===== src/rtl/keypad_scanner.sv =====
// keypad_scanner: scans a 4x4 keypad and emits one debounced key code per press
module keypad_scanner #(
    parameter int SCAN_DIV        = 27000,
    parameter int DEBOUNCE_CYCLES = 270000
) (
    input  logic       clk,
    input  logic       rst_n,
    input  logic [3:0] columnas,
    output logic [3:0] filas,
    output logic [3:0] key_code,
    output logic       key_valid,
    output logic       key_held
);
    localparam int MAXC = (SCAN_DIV > DEBOUNCE_CYCLES) ? SCAN_DIV : DEBOUNCE_CYCLES;
    localparam int CW = $clog2(MAXC + 1);
    localparam logic [CW-1:0] SCAN_LAST = CW'(SCAN_DIV - 1);
    localparam logic [CW-1:0] DEB_LAST = CW'(DEBOUNCE_CYCLES - 1);

    typedef enum logic [1:0] {SCAN, DEB_PRESS, HELD, DEB_REL} state_t;

    state_t state, state_n;
    logic [1:0] row, row_n, col, col_n, low_col;
    logic [CW-1:0] cnt, cnt_n;
    logic [3:0] col_m, col_s, code_n, mapped;
    logic valid_n, held_n, key_open;

    assign filas = ~(4'b0001 << row);
    assign key_open = col_s[col];
    assign low_col = !col_s[0] ? 2'd0 : !col_s[1] ? 2'd1 : !col_s[2] ? 2'd2 : 2'd3;
    assign mapped = (row == 2'd3) ? ((col == 2'd0) ? 4'hE : (col == 2'd1) ? 4'h0 :
                                     (col == 2'd2) ? 4'hF : 4'hD)
                  : (col == 2'd3) ? 4'hA + 4'(row)
                  : 4'(row) * 4'd3 + 4'(col) + 4'd1;

    // two-flop synchronizer; resets to "all released" so no false detect
    always_ff @(posedge clk or negedge rst_n)
        if (!rst_n) {col_s, col_m} <= 8'hFF;
        else        {col_s, col_m} <= {col_m, columnas};

    // state and output registers
    always_ff @(posedge clk or negedge rst_n)
        if (!rst_n) begin
            state     <= SCAN;
            row       <= 2'd0;
            col       <= 2'd0;
            cnt       <= '0;
            key_code  <= 4'h0;
            key_valid <= 1'b0;
            key_held  <= 1'b0;
        end else begin
            state     <= state_n;
            row       <= row_n;
            col       <= col_n;
            cnt       <= cnt_n;
            key_code  <= code_n;
            key_valid <= valid_n;
            key_held  <= held_n;
        end

    // scan / debounce sequencing; row stays frozen from detect until release
    always_comb begin
        state_n = state;
        row_n   = row;
        col_n   = col;
        cnt_n   = cnt;
        code_n  = key_code;
        valid_n = 1'b0;
        held_n  = key_held;
        case (state)
            SCAN:
                if (cnt == SCAN_LAST) begin
                    cnt_n = '0;
                    if (col_s == 4'hF) row_n = row + 2'd1;
                    else begin
                        col_n   = low_col;
                        state_n = DEB_PRESS;
                    end
                end else cnt_n = cnt + CW'(1);
            DEB_PRESS:
                if (key_open) begin
                    state_n = SCAN;
                    row_n   = row + 2'd1;
                    cnt_n   = '0;
                end else if (cnt == DEB_LAST) begin
                    state_n = HELD;
                    code_n  = mapped;
                    valid_n = 1'b1;
                    held_n  = 1'b1;
                    cnt_n   = '0;
                end else cnt_n = cnt + CW'(1);
            HELD:
                if (key_open) begin
                    state_n = DEB_REL;
                    cnt_n   = '0;
                end
            DEB_REL:
                if (!key_open) cnt_n = '0;
                else if (cnt == DEB_LAST) begin
                    state_n = SCAN;
                    row_n   = row + 2'd1;
                    cnt_n   = '0;
                    held_n  = 1'b0;
                end else cnt_n = cnt + CW'(1);
            default: state_n = SCAN;
        endcase
    end
endmodule

===== config.mk =====
export PLATFORM = sky130hd
export DESIGN_NAME = keypad_scanner
export DESIGN_NICKNAME = d
export VERILOG_FILES = /design/src/rtl/keypad_scanner.sv
export SDC_FILE = /design/constraint.sdc
export NUM_CORES = 1
export LEC_CHECK = 0
export CAP_MARGIN = 20
export CELL_PAD_IN_SITES_DETAIL_PLACEMENT = 0
export CELL_PAD_IN_SITES_GLOBAL_PLACEMENT = 1
export CORE_AREA = 5 5 79 81
export CTS_CLUSTER_SIZE = 20
export DETAILED_ROUTE_END_ITERATION = 8
export DIE_AREA = 0 0 84 86
export GPL_TIMING_DRIVEN = 1
export PLACE_DENSITY_LB_ADDON = 0.1
export SETUP_SLACK_MARGIN = 0.3
export SYNTH_ARGS = -nofsm -noshare
export SYNTH_HDL_FRONTEND = slang
export SYNTH_SLANG_ARGS = --single-unit
export TNS_END_PERCENT = 10

===== constraint.sdc =====
create_clock -name clk -period 2.1 [get_ports clk]
set_input_delay 0.315 -clock clk [delete_from_list [all_inputs] [get_ports clk]]
set_output_delay 0.315 -clock clk [all_outputs]
set_load 0.02 [all_outputs]

Word-level counts from Yosys, hierarchy flattened

Index checks and enable logic that the tools add are counted.

Output and inout bits: 10
Logic and storage cells: 87
Input bits: 6
Register bits: 39

Mux-type cells: 38
Reductions and logical operators: 9
Equal/unequal tests: 20
Shift operators: 1
Multiply operators: 1
Magnitude comparators: 1
Add/sub/neg operators: 5
Bitwise operators: 3

Operator list:

| kind                                                   | count |
|---|---|
| two-way mux 19 bit                                     | 5 |
| case mux 19 bit (4 select lines)                       | 1 |
| two-way mux 2 bit                                      | 15 |
| adder 19 x 1 -> 19 bit (second input constant)         | 1 |
| equality test 19 x 15 -> 1 bit (second input constant) | 1 |
| equality test 19 bit (second input constant)           | 1 |
| inequality test 2 bit (second input constant)          | 9 |
| two-way mux 4 bit                                      | 4 |
| AND reduction 6 bit                                    | 2 |
| equality test 2 bit (second input constant)            | 5 |
| two-way mux 1 bit                                      | 9 |
| case mux 2 bit (4 select lines)                        | 1 |
| case mux 2 bit (3 select lines)                        | 1 |
| AND reduction 3 bit                                    | 2 |
| AND reduction 5 bit                                    | 1 |
| adder 4 x 1 -> 4 bit (second input constant)           | 1 |
| adder 4 x 2 -> 4 bit                                   | 1 |
| adder 4 x 2 -> 4 bit (first input constant)            | 1 |
| equality test 2 x 1 -> 1 bit (second input constant)   | 2 |
| equality test 4 bit (second input constant)            | 1 |
| zero test 2 bit                                        | 2 |
| multiplier 2 x 2 -> 4 bit (second input constant)      | 1 |
| NOT 4 bit                                              | 1 |
| left shift 1 x 2 -> 4 bit (first input constant)       | 1 |
| 8 further kinds                                        | 9 |

Depth between registers and ports, before layout

Gate-level depths: netlist of the first run.

Depth after elaboration: 5
Mapped depth: 8
Gate-level depth less buffers: 7

Worst setup path after synthesis of the first run

OpenSTA, ideal clock, no wires.

Kind: register to register
From: register col[0]
To: register cnt[16]
Stages on the path, launching flop included: 8
Clock period less this slack: 2.079 ns
Library setup time: 0.119 ns
Data required time: 1.981 ns
Path buffers: 2
Arrival time: 1.961 ns
Slack: 0.021 ns
Cells stage by stage: dfrtp_1 > buf_6 > mux4_2 > xnor2_1 > a31oi_1 > a211oi_4 > buf_6 > nor2_1

Word-level cells in the longest chain between the ends: 4
Elaborated cells on any way between the ends: 6
Those cells by class: eq/ne (1); mux (5)

Ends and longest elaborated chain:

| element                                      | RTL line | text |
|---|---|---|
| from (decl)                                  | 22       | `logic [1:0] row, row_n, col, col_n, low_col;` |
| from (signal assigned)                       | 53       | `col <= col_n;` |
| binary-select mux 1 bit (select 2 bit) (*)   | 28       | `assign key_open = col_s[col];` |
| two-way mux 1 bit (implied by the code) (*)  | 28       |  |
| two-way mux 19 bit, on equally long branches | 97, 80   |  |
| case mux 19 bit (4 select lines)             | 69       | `case (state)` |
| to (signal assigned)                         | 54       | `cnt <= cnt_n;` |
| to (decl)                                    | 23       | `logic [CW-1:0] cnt, cnt_n;` |

Mark *: on every way between the ends. The rest lies on a longest branch, timed or not. The select of a mux whose other input is x is not followed.
A chain may end at the register's enable or synchronous reset.

Final worst setup path of the first run

From: register row[1]
To: register key_code[2]

Word-level cells in the longest chain between the ends: 5
Elaborated cells on any way between the ends: 7
Those cells by class: add/sub (3); mul (1); eq/ne (1); mux (2)

Ends and longest elaborated chain:

| element                   | RTL line | text |
|---|---|---|
| from (decl)               | 22       |  |
| from (signal assigned)    | 52       | `row <= row_n;` |
| multiplier 2 x 2 -> 4 bit | 33       | `: 4'(row) * 4'd3 + 4'(col) + 4'd1;` |
| adder 4 x 2 -> 4 bit      | 33       |  |
| adder 4 x 1 -> 4 bit      | 33       |  |
| two-way mux 4 bit         | 32       | `: (col == 2'd3) ? 4'hA + 4'(row)` |
| two-way mux 4 bit (*)     | 30       | `assign mapped = (row == 2'd3) ? ((col == 2'd0) ? 4'hE : (col == 2'd1) ? 4'h0 :` |
| to (signal assigned)      | 55       | `key_code <= code_n;` |
| to (decl)                 | 10       | `output logic [3:0] key_code,` |

Mark *: on every way between the ends. The rest lies on a longest branch, timed or not.

==> reports/qor.yml, run 1 <==
grt_pass1_wl_mm: 8.41
cts-root-buf: "clkbuf_8"
finalMaxSlewViolations: 0
fin_hold_ws_ps: 84.1
place_ws_ps: -4.60
hpwl_mm: 3.60
port_buffers: 15
tightestPinTransition_ps: 756
xor_and_xnor_fraction_of_the_mapped_netlist_area: 0.0764
crit_path_top_cell_by_count: "o21ai_1"
floorplan.initialDensity: 0.403
run_status: "completed"
timing.hold.worst.class: "input pin to asynchronous set/reset pin"
syn-mean-instance-area_sq_um: 10.4
finalWeightedCongestion: 0.839
vias_per_cell: 5.34
antenna_found_initial: 0
cts_tree: "done"
slew-limit-headroom: 0.496
buf_inv_on_cp: 0
number_of_remaining_drc_errors: 0
worst_skew_pair.late_latency_ps: 290
vias: 1753
die-area_sq_mm: 0.00722
grtUsageTotal: 0.144
yosys_most_used_dff: "dfrtp_1"
ys_warn_count: 0
category_of_the_most_critical_setup_path: "flop to flop"
chipHeight_um: 86
final_critical_path_setup_slack_ps: 43.4
r2r_setup_slack_ps: 40
flow.area_growth_from_synthesis_pct: 34.4
area_used_by_multi_input_combinational_logic_sq_mm: 0.00128
number_of_distinct_library_cells_after_synthesis: 49
fp.dieW_um: 84
grt_max_degree: 33
overflow_left_after_global_routing: 0
crit_path_dat_ps: 2280
hold_violations: 0
count_of_inserted_antenna_diode_cells: 0
firstDrtPassIters: 4
synth_compound_area_frac: 0.0874
clock_path_buffers: 2
cellLeakagePower_nw: 1.22
rsz_0062_raised_after_global_routing: "true"
synth_simple_gate_area_share: 0.233
fraction_of_final_layout_cells_sized_beyond_drive_strength_1: 0.359
routed_wl_mm: 4.88
finalPower_mw: 1.56
synthTopCellsByCount: "dfrtp_1, nor2_1, xnor2_1"
yosys_register_bits: 39
yosys.cell_count.top_type: "dfrtp_1"
timing.setup.tns_ps: 0
r2r-start: "row[1]"
post_drt_wl_per_cell_um: 14.9
tritoncts.num_buffers: 5
sequential_cell_area_sq_um: 988
grt_pass1_vias: 1733
timing.critical_path.fanout_max: 2
synth_sequential_area_ratio: 0.453
yosysTopAreaCell: "dfrtp_1"
required_ps: 2320
synth.area.top_cells: "dfrtp_1, dfstp_2, xnor2_1, ha_1, nor2_1"
path_cells: "fa_1 > fa_2 > xnor2_2 > o311ai_2 > o21ai_1 > o21ai_1"
period_share: 0.979
synth_adder_area_share: 0.0690
timing.critical_path.slowest_cell_delay_ps: 520
max_cap_viol_count: 0
post_route_skew_ps: 4.77
design.core.area_sq_mm: 0.00541
cts_hold_repair.buffers: 0
drtAntennaViolNets: 0
worst_path_max_delay_cell: "fa_1"
row_count: 27
post_cts_clock_slew_at_the_launch_and_capture_registers_of_the_worst_setup_and_hold_paths_ps: 80
post_synth_mux_area_share: 0.0443
critical_path.startpoint: "row[1]"
final_net_count: 271
max_freq_mhz: 486
numClockSinks: 39
yosysTopAreaCellShare: 0.356
synth_enable_flop_cells: 0
asyncSetResetFlopFracSynth: 1.00
htree_levels: 2
main_combinational_cell_family_by_area_after_synthesis: "simple AND/OR/NAND/NOR gates"
io_pins: 16
power_per_cell_area_mw_per_mm2: 534
peakVddDrop_mv: 0.511
critical_path_startpoint_category: "flop"
setup-violations-final: 0
fillers: 493
cp_top_family: "adder cells"
worstSetupEndpointType: "flop"
1st_iter_drt_viols: 115
post_synth_inst_count: 209
synth_area_sq_mm: 0.00218
period_needed_ps: 2060
number_of_nets_in_the_synthesized_netlist: 225
[state kept, by name (all words and copies together) (netlist names), 2 cells and up, named ones only]
signal,count
cnt,19
col,2
col_m,4
col_s,4
key_code,4
row,2
[report_power, final]
part | leakage (nW) | internal [mW] | switching, mW
logic | 0.654 | 0.0144 | 0.0246
clock network | 0.0644 | 0.474 | 0.280
registers | 0.500 | 0.764 | 0.00449
total | 1.22 | 1.25 | 0.309
[path summary, 6_finish.rpt]
path,to,cells past startpoint
setup / recovery,key_code[2],6
hold / removal,cnt[11],1
setup reg to reg,key_code[2],6
hold reg to reg,col_s[0],0
max in group asynchronous,col_s[2],2
min in group clk,col_s[0],0
[worst reg2reg max path, cell delays in order (launching register included)]
cell	delay, ps
dfrtp_2	420
fa_1	520
fa_2	370
xnor2_2	160
o311ai_2	280
o21ai_1	110
o21ai_1	120
[final cells by class]
| cell class | count | area share |
|---|---|---|
| Inverter | 10 | 0.0128 |
| Timing Repair Buffer | 46 | 0.136 |
| Sequential cell | 39 | 0.338 |
| Clock buffer | 5 | 0.0235 |
| Tap cell | 72 | 0.0308 |
| Clock inverter | 3 | 0.0231 |
| Multi-Input combinational cell | 153 | 0.437 |
[what timing repair did]
| action | in CTS | in global routing |
|---|---|---|
| pin swaps | 3 | 20 |
| cloned | 0 | 0 |
| endpoints found under the setup margin | 35 | 35 |
| gates resized for setup | 6 | 44 |
| hold endpoints to repair | 0 | 0 |
| buffers inserted | 2 | 1 |
[through the flow]
stage,util,area [sq um],std cells
global placement,0.483,2610,317
detailed placement,0.483,2610,317
CTS,0.511,2760,327
finish,0.541,2930,328
global route,0.541,2930,328
floorplan,-,2190,209
[layout by cell type (no fill, tap or decap), drive strengths merged, types with 2 or more instances in the layout]
cell type / synthesis / routed
dfrtp: 31 / 31
nand4: 10 / 10
nor3: 8 / 8
bufinv: 0 / 2
mux2: 3 / 3
ha: 8 / 8
or4b: 3 / 3
fa: 2 / 2
dfstp: 8 / 8
a21oi: 4 / 4
clkdlybuf4s50: 0 / 10
a31oi: 2 / 2
buf: 4 / 32
inv: 10 / 10
dlymetal6s2s: 0 / 2
nand2: 10 / 10
xor2: 5 / 5
mux2i: 4 / 4
nor2: 26 / 26
clkbuf: 3 / 7
and3: 5 / 5
nand3: 9 / 9
o2bb2ai: 2 / 2
nor4: 8 / 8
a21o: 3 / 3
o21ai: 8 / 8
xnor2: 14 / 14
[metal layers]
layer,vias up,wire [um],global-route usage
met2,36,2280,0.227
met3,5,218,0.0346
met1,872,2340,0.201
met4,0,37,0.0307
met5,-,0,0
li1,840,-,-
[logic make-up (layout without fill, tap and decap cells)]
kind of cell               after synthesis  count (layout)
AOI/OAI and AO/OA                       26              26
xor gates and xnor gates                19              19
adders and majority gates               11              11
buffers and inverters                   17              64
DFF                                     39              39
muxes                                    8               8
and+or+nand+nor                         89              89
Power figures use the tool's default switching activity.
==> run 2: changes to the inputs <==
- CORE_AREA: 5 5 79 81 -> 2 2 73 75
- DIE_AREA: 0 0 84 86 -> 0 0 75 77
- DONT_BUFFER_PORTS: unset -> 1
==> reports/qor.yml, run 2 (synthesized netlist as in run 1, its figures left out) <==
routed_wl_mm: 4.77
vias: 1674
run_status: "completed"
vias_per_cell: 5.33
grt_pass1_vias: 1722
power_per_cell_area_mw_per_mm2: 528
power_frac_comb: 0.029
number_of_remaining_drc_errors: 0
timing.critical_path.slowest_cell_delay_ps: 490
drtAntennaViolNets: 0
firstDrtPassIters: 4
final_net_count: 259
cp_top_family: "simple AND/OR/NAND/NOR gates"
path_cells: "buf_6 > or4b_4 > nor4_4 > a21boi_2 > a211oi_4 > buf_12 > nor2_1"
finalMaxSlewViolations: 0
numPlacedInstances: 294
seqPwrFrac: 0.537
fp.dieW_um: 75
1st_iter_drt_viols: 87
post_drt_wl_per_cell_um: 15.2
worst_path_max_delay_cell: "or4b_4"
timing.setup.tns_ps: 0
setup-violations-final: 0
category_of_the_most_critical_setup_path: "flop to flop"
crit_path_dat_ps: 2220
htree_levels: 2
largest_register_ff_count: 19
slew-limit-headroom: 0.744
clkPwrFrac: 0.434
cts_tree: "done"
port_buffers: 0
floorplan.initialDensity: 0.437
critical_path_startpoint_category: "flop"
fillers: 448
required_ps: 2290
period_needed_ps: 2030
row_count: 26
clock_path_buffers: 2
post_cts_clock_slew_at_the_launch_and_capture_registers_of_the_worst_setup_and_hold_paths_ps: 80
cts-root-buf: "clkbuf_8"
grtUsageTotal: 0.180
timing.hold.worst.class: "flop to flop"
tightestPinTransition_ps: 379
layoutNonFillerInstCount: 314
grt_pass1_wl_mm: 7.98
registers.top_by_ff_count: "cnt"
cellLeakagePower_nw: 1.16
worstSetupEndpointType: "flop"
max_freq_mhz: 493
io_pins: 16
layout_commonest_cell: "dfrtp_1"
timing.critical_path.fanout_max: 16
cell_internal_pwr_mw: 1.14
finalPower_mw: 1.43
grt_max_degree: 40
die-area_sq_mm: 0.00578
antenna_found_initial: 0
design.core.area_sq_mm: 0.00498
hpwl_mm: 3.50
finalWeightedCongestion: 0.847
count_of_inserted_antenna_diode_cells: 0
buf_inv_on_cp: 2
rsz_0062_raised_after_global_routing: "true"
flow.area_growth_from_synthesis_pct: 24.9
chipHeight_um: 77
final_util: 0.546
tritoncts.num_buffers: 5
hold_violations: 0
numClockSinks: 39
most_frequent_cells_in_the_layout: "dfrtp_1, nor2_1, buf_4"
fraction_of_final_layout_cells_sized_beyond_drive_strength_1: 0.287
post_route_skew_ps: 6.84
period_share: 0.966
peakVddDrop_mv: 0.317
max_cap_viol_count: 0
worst_skew_pair.late_latency_ps: 290
power.switching_fraction: 0.208
power.switching_uw: 299
overflow_left_after_global_routing: 0
-- run 2: area by class of cell --
| cell class | instances | area (sq um) | area share |
|---|---|---|---|
| clock buffers | 5 | 68.8 | 0.0253 |
| clock inverters | 3 | 43.8 | 0.0161 |
| inverters | 10 | 37.5 | 0.0138 |
| multi-input cells | 153 | 1200 | 0.440 |
| flip-flops and latches | 39 | 987 | 0.363 |
| well taps | 70 | 87.6 | 0.0322 |
| repair buffers | 34 | 297 | 0.109 |
-- run 2: metal layers --
metal,track usage,routed length (um),share of wire
met5,0,0,0
met4,0.0643,65,0.014
met3,0.0447,132,0.028
met2,0.300,2530,0.53
met1,0.222,2040,0.43
-- run 2: path summary, 6_finish.rpt --
check	from	end	slack, ps	depth (start not counted)
setup / recovery	cnt[9]	cnt[9]	70	7
hold / removal	col_m[3]	col_s[3]	360	0
setup reg to reg	cnt[9]	cnt[9]	70	7
hold reg to reg	col_m[3]	col_s[3]	360	0
max in group asynchronous	rst_n	col_s[3]	1350	2
min in group asynchronous	rst_n	cnt[16]	480	2
-- run 2: per-stage QoR --
| step | instance area, sq um | hold WS [ps] | setup slack (ps) |
|---|---|---|---|
| 6_report | 2720 | 364 | 70.6 |
| 5_1_grt | 2720 | 373 | -56.6 |
| 4_1_cts | 2570 | 0.324 | 9.32 |
| 3_5_place_dp | 2420 | 20.6 | -33.9 |
| 3_3_place_gp | 2420 | 20.6 | 9.17 |
| 2_1_floorplan | 2190 | 19.4 | 49.2 |
-- run 2: power groups by stage --
stage	Sequential (mW)	Clock, mW	Combinational [mW]
after detailed placement	0.784	0	0.0149
after floorplan	0.782	0	0.0112
final	0.770	0.623	0.0418
after CTS	0.769	0.645	0.0366
after global placement	0.783	0	0.0144
after global routing	0.771	0.677	0.0473
-- run 2: repair_timing --
| item | CTS | global route |
|---|---|---|
| setup endpoints to repair | 31 | 31 |
| buffers inserted | 0 | 6 |
| hold endpoints to repair | 39 | 4 |
| hold buffers | 2 | 4 |
| gates resized for setup | 6 | 11 |
| pin swaps | 1 | 10 |
==> run 3: changes to the inputs <==
- CORE_AREA: 2 2 73 75 -> 2 2 87 64
- DIE_AREA: 0 0 75 77 -> 0 0 89 66
==> reports/qor.yml, run 3 (synthesized netlist as in run 1, its figures left out) <==
grt_max_degree: 40
row_count: 22
finalPower_mw: 1.46
fp.dieW_um: 89
layout_commonest_cell: "dfrtp_1"
grtUsageTotal: 0.196
category_of_the_most_critical_setup_path: "flop to flop"
io_pins: 16
detailed_place.area_sq_mm: 0.00246
failed_checks: "setup timing"
final_net_count: 262
critical_path_startpoint_category: "flop"
hpwl_mm: 3.66
layoutNonFillerInstCount: 319
clock_path_buffers: 2
vias_per_cell: 5.54
period_needed_ps: 2100
max_freq_mhz: 476
crit_path_dat_ps: 2290
period_share: 1.00
slew-limit-headroom: 0.733
tritoncts.num_buffers: 5
grt_pass1_vias: 1771
overflow_left_after_global_routing: 0
count_of_inserted_antenna_diode_cells: 0
most_frequent_cells_in_the_layout: "dfrtp_1, buf_4, nor2_1"
htree_levels: 2
design.core.area_sq_mm: 0.00506
1st_iter_drt_viols: 69
tightestPinTransition_ps: 397
final_critical_path_setup_slack_ps: -1.10
fin_hold_ws_ps: 358
timing.setup.tns_ps: -1.10
die-area_sq_mm: 0.00587
finalMaxSlewViolations: 0
drtAntennaViolNets: 0
place_ws_ps: -42.4
cts-root-buf: "clkbuf_8"
largest_register_ff_count: 19
port_buffers: 0
firstDrtPassIters: 4
flow.area_growth_from_synthesis_pct: 27.5
cts_tree: "done"
setup-violations-final: 1
max_cap_viol_count: 0
final_util: 0.548
post_cts_clock_slew_at_the_launch_and_capture_registers_of_the_worst_setup_and_hold_paths_ps: 90
post_route_skew_ps: 12.7
power_per_cell_area_mw_per_mm2: 526
finish.instance_area_sq_mm: 0.00278
antenna_found_initial: 0
number_of_remaining_drc_errors: 0
numClockSinks: 39
hold_violations: 0
fillers: 456
routed_wl_mm: 5.22
chipHeight_um: 66
vias: 1767
cellLeakagePower_nw: 1.17
numPlacedInstances: 302
required_ps: 2290
timing.critical_path.fanout_max: 3
worst_skew_pair.late_latency_ps: 300
registers.top_by_ff_count: "cnt"
finalWeightedCongestion: 0.878
sequential_cell_area_sq_um: 987
post_drt_wl_per_cell_um: 16.4
fraction_of_final_layout_cells_sized_beyond_drive_strength_1: 0.316
worstSetupEndpointType: "flop"
rsz_0062_raised_after_global_routing: "true"
timing.hold.worst.class: "flop to flop"
grt_pass1_wl_mm: 8.68
floorplan.initialDensity: 0.430
run_status: "complete, but fails checks"
area_used_by_multi_input_combinational_logic_sq_mm: 0.00121
peakVddDrop_mv: 0.422
## run 3: changes by cell type in the layout (fill, tap and decap cells not counted), sizes merged
cell	previous run	this run
buf	29	32
clkinv	2	0
clkinvlp	0	1
inv	10	11
## run 3: worst max-delay path, stage by stage (launching register included)
cell and delay (ps):
dfrtp_1 410, buf_6 120, or4b_4 540, nor4_4 290, a21boi_2 130, a21o_1 230
mux2_4 280
## run 3: cell type report
cell class | count | area share
tap | 72 | 0.0325
multi-input combinational | 153 | 0.438
timing repair buffer | 37 | 0.119
clock inverter | 3 | 0.0167
clock buffer | 5 | 0.0248
inverter | 10 | 0.0135
sequential | 39 | 0.356
## run 3: path summary, 6_finish.rpt
check | from | end | cells after the start | slack, ps
worst min register to register | col_m[0] | col_s[0] | 0 | 360
worst max register to register | cnt[9] | cnt[0] | 6 | -1
worst min-delay path | col_m[0] | col_s[0] | 0 | 360
max in group asynchronous | rst_n | col_s[1] | 2 | 1370
min in group asynchronous | rst_n | cnt[0] | 2 | 460
worst max-delay path | cnt[9] | cnt[0] | 6 | -1
## run 3: metal layers
layer  track usage  share of wire
met3        0.0412          0.036
met1         0.300           0.51
met5             0              0
met2         0.280           0.45
met4        0.0504         0.0098
## run 3: timing repair
item                       in CTS  in global routing
hold endpoints to repair       43                  0
gates resized for setup        11                 14
hold buffers                    6                  0
pin swaps                       5                 13
setup endpoints to repair      31                 31
setup buffers                   2                  1
## run 3: report_power, final
group / leakage [nW] / total (mW) / internal (mW) / switching [mW]
clock network: 0.0548 / 0.647 / 0.358 / 0.289
logic: 0.615 / 0.0439 / 0.0190 / 0.0249
registers: 0.501 / 0.770 / 0.765 / 0.00521
total: 1.17 / 1.46 / 1.14 / 0.319
==> patch, RTL diff (flow settings as in run 1) <==
`key_code` no longer has a reset.
--- a/src/rtl/keypad_scanner.sv
+++ b/src/rtl/keypad_scanner.sv
@@ -44,7 +44,6 @@
             row       <= 2'd0;
             col       <= 2'd0;
             cnt       <= '0;
-            key_code  <= 4'h0;
             key_valid <= 1'b0;
             key_held  <= 1'b0;
         end else begin
@@ -52,10 +51,13 @@
             row       <= row_n;
             col       <= col_n;
             cnt       <= cnt_n;
-            key_code  <= code_n;
             key_valid <= valid_n;
             key_held  <= held_n;
         end
+
+    always_ff @(posedge clk) begin
+        key_code <= code_n;
+    end
 
     // scan / debounce sequencing; row stays frozen from detect until release
     always_comb begin
Check against the original RTL: no difference found for any inputs over 10 cycles, from zero or initial values and one cycle with rst_n low; that may be too few to reach the edited logic, so the function may still have changed.
==> patch against run 1 <==
- final area decreased by 3.2%
- combinational power decreased by 9.2%
- die area unchanged
- critical path type unchanged
- worst setup slack got worse by 0.21 ns
- routed wire length decreased by 8.3%
- the run now ends with negative setup slack left
- total power decreased by 2.9%
- largest cell class unchanged
- area after synthesis decreased by 4.8%
- sequential cell count unchanged
==> patch: results (changes against run 1) <==
count of plain and timing-repair buffers = 59 (+28%)
VDD IR-drop max = 0.000296 V (-42%)
DPL Wire Length = 3.36 mm (-6.6%)
M1 WL = 2.00 mm (-14%)
Total GRT Usage = 13.2% (-1.1 points)
Yosys cell types = 51 (+4.1%)
slowest stage cell, crit path = or4_4
Final Wtd Congestion = 0.841 (+0.25%)
Routed WL per cell = 13.5 um (-9.1%)
Post CTS Setup Buffer Count = 1 (-1)
largest net degree at the start of global routing = 36 (+9.1%)
Crit path largest cell delay = 0.59 ns (+0.07 ns)
CP delay by family, top = simple AND/OR/NAND/NOR gates
met2 usage = 23.1% (+0.36 points)
Post-CTS Resized = 15 (+9)
Post-Route Setup TNS = -2.84 ns (-2.84 ns)
number of synthesized flops with an enable pin = 4 (+4)
failing checks = negative setup slack
pre-CTS setup slack = -0.189 ns (-0.185 ns)
worst setup margin = -0.163 ns (-0.206 ns)
run status = finished with violations
FF+latch count = 39 (unchanged)
global-route wire length before repair = 7.70 mm (-8.5%)
sequential power share = 51.4% (+2.2 points)
sw frac = 19.9% (+0.088 points)
post-synthesis sequential area ratio = 48.6% (+3.3 points)
final setup vio count = 23 (+23)
Final Non-Filler Cells = 331 (+0.91%)
Hold Crit Class = flip-flop to flip-flop
CP arrival = 2.45 ns (+0.17 ns)
via count = 1,651 (-5.8%)
DR iter-0 viols = 68 (-41%)
met3 Use GR = 3.55% (+0.096 points)
Pleak = 1.28 nW (+5.3%)
## patch: cell types whose count changed after synthesis, moves of 6 or more
cell     delta
nand2_1     +9
nand4_1     -6
xnor2_1     -6
nor4_1      -6
## patch: kinds of logic (layout without fill, tap and decap cells)
logic type	Yosys count	after routing	synth area share (%)
AOI/OAI and AO/OA	25	25	9.00
buffers and inverters	17	80	4.29
DFF	39	39	48.6
xor gates and xnor gates	17	17	7.19
muxes	5	5	3.14
adders and majority gates	11	11	7.25
and+or+nand+nor	82	82	20.6
## patch: final timing paths
kind | slack [ns] | startpoint | endpoint | cells past startpoint
setup / recovery | -0.16 | cnt[3] | cnt[2] | 6
hold / removal | 0.36 | col_m[2] | col_s[2] | 0
setup reg to reg | -0.16 | cnt[3] | cnt[2] | 6
hold reg to reg | 0.36 | col_m[2] | col_s[2] | 0
max in group asynchronous | 1.31 | rst_n | col_m[0] | 2
min in group asynchronous | 0.42 | rst_n | row[0] | 2
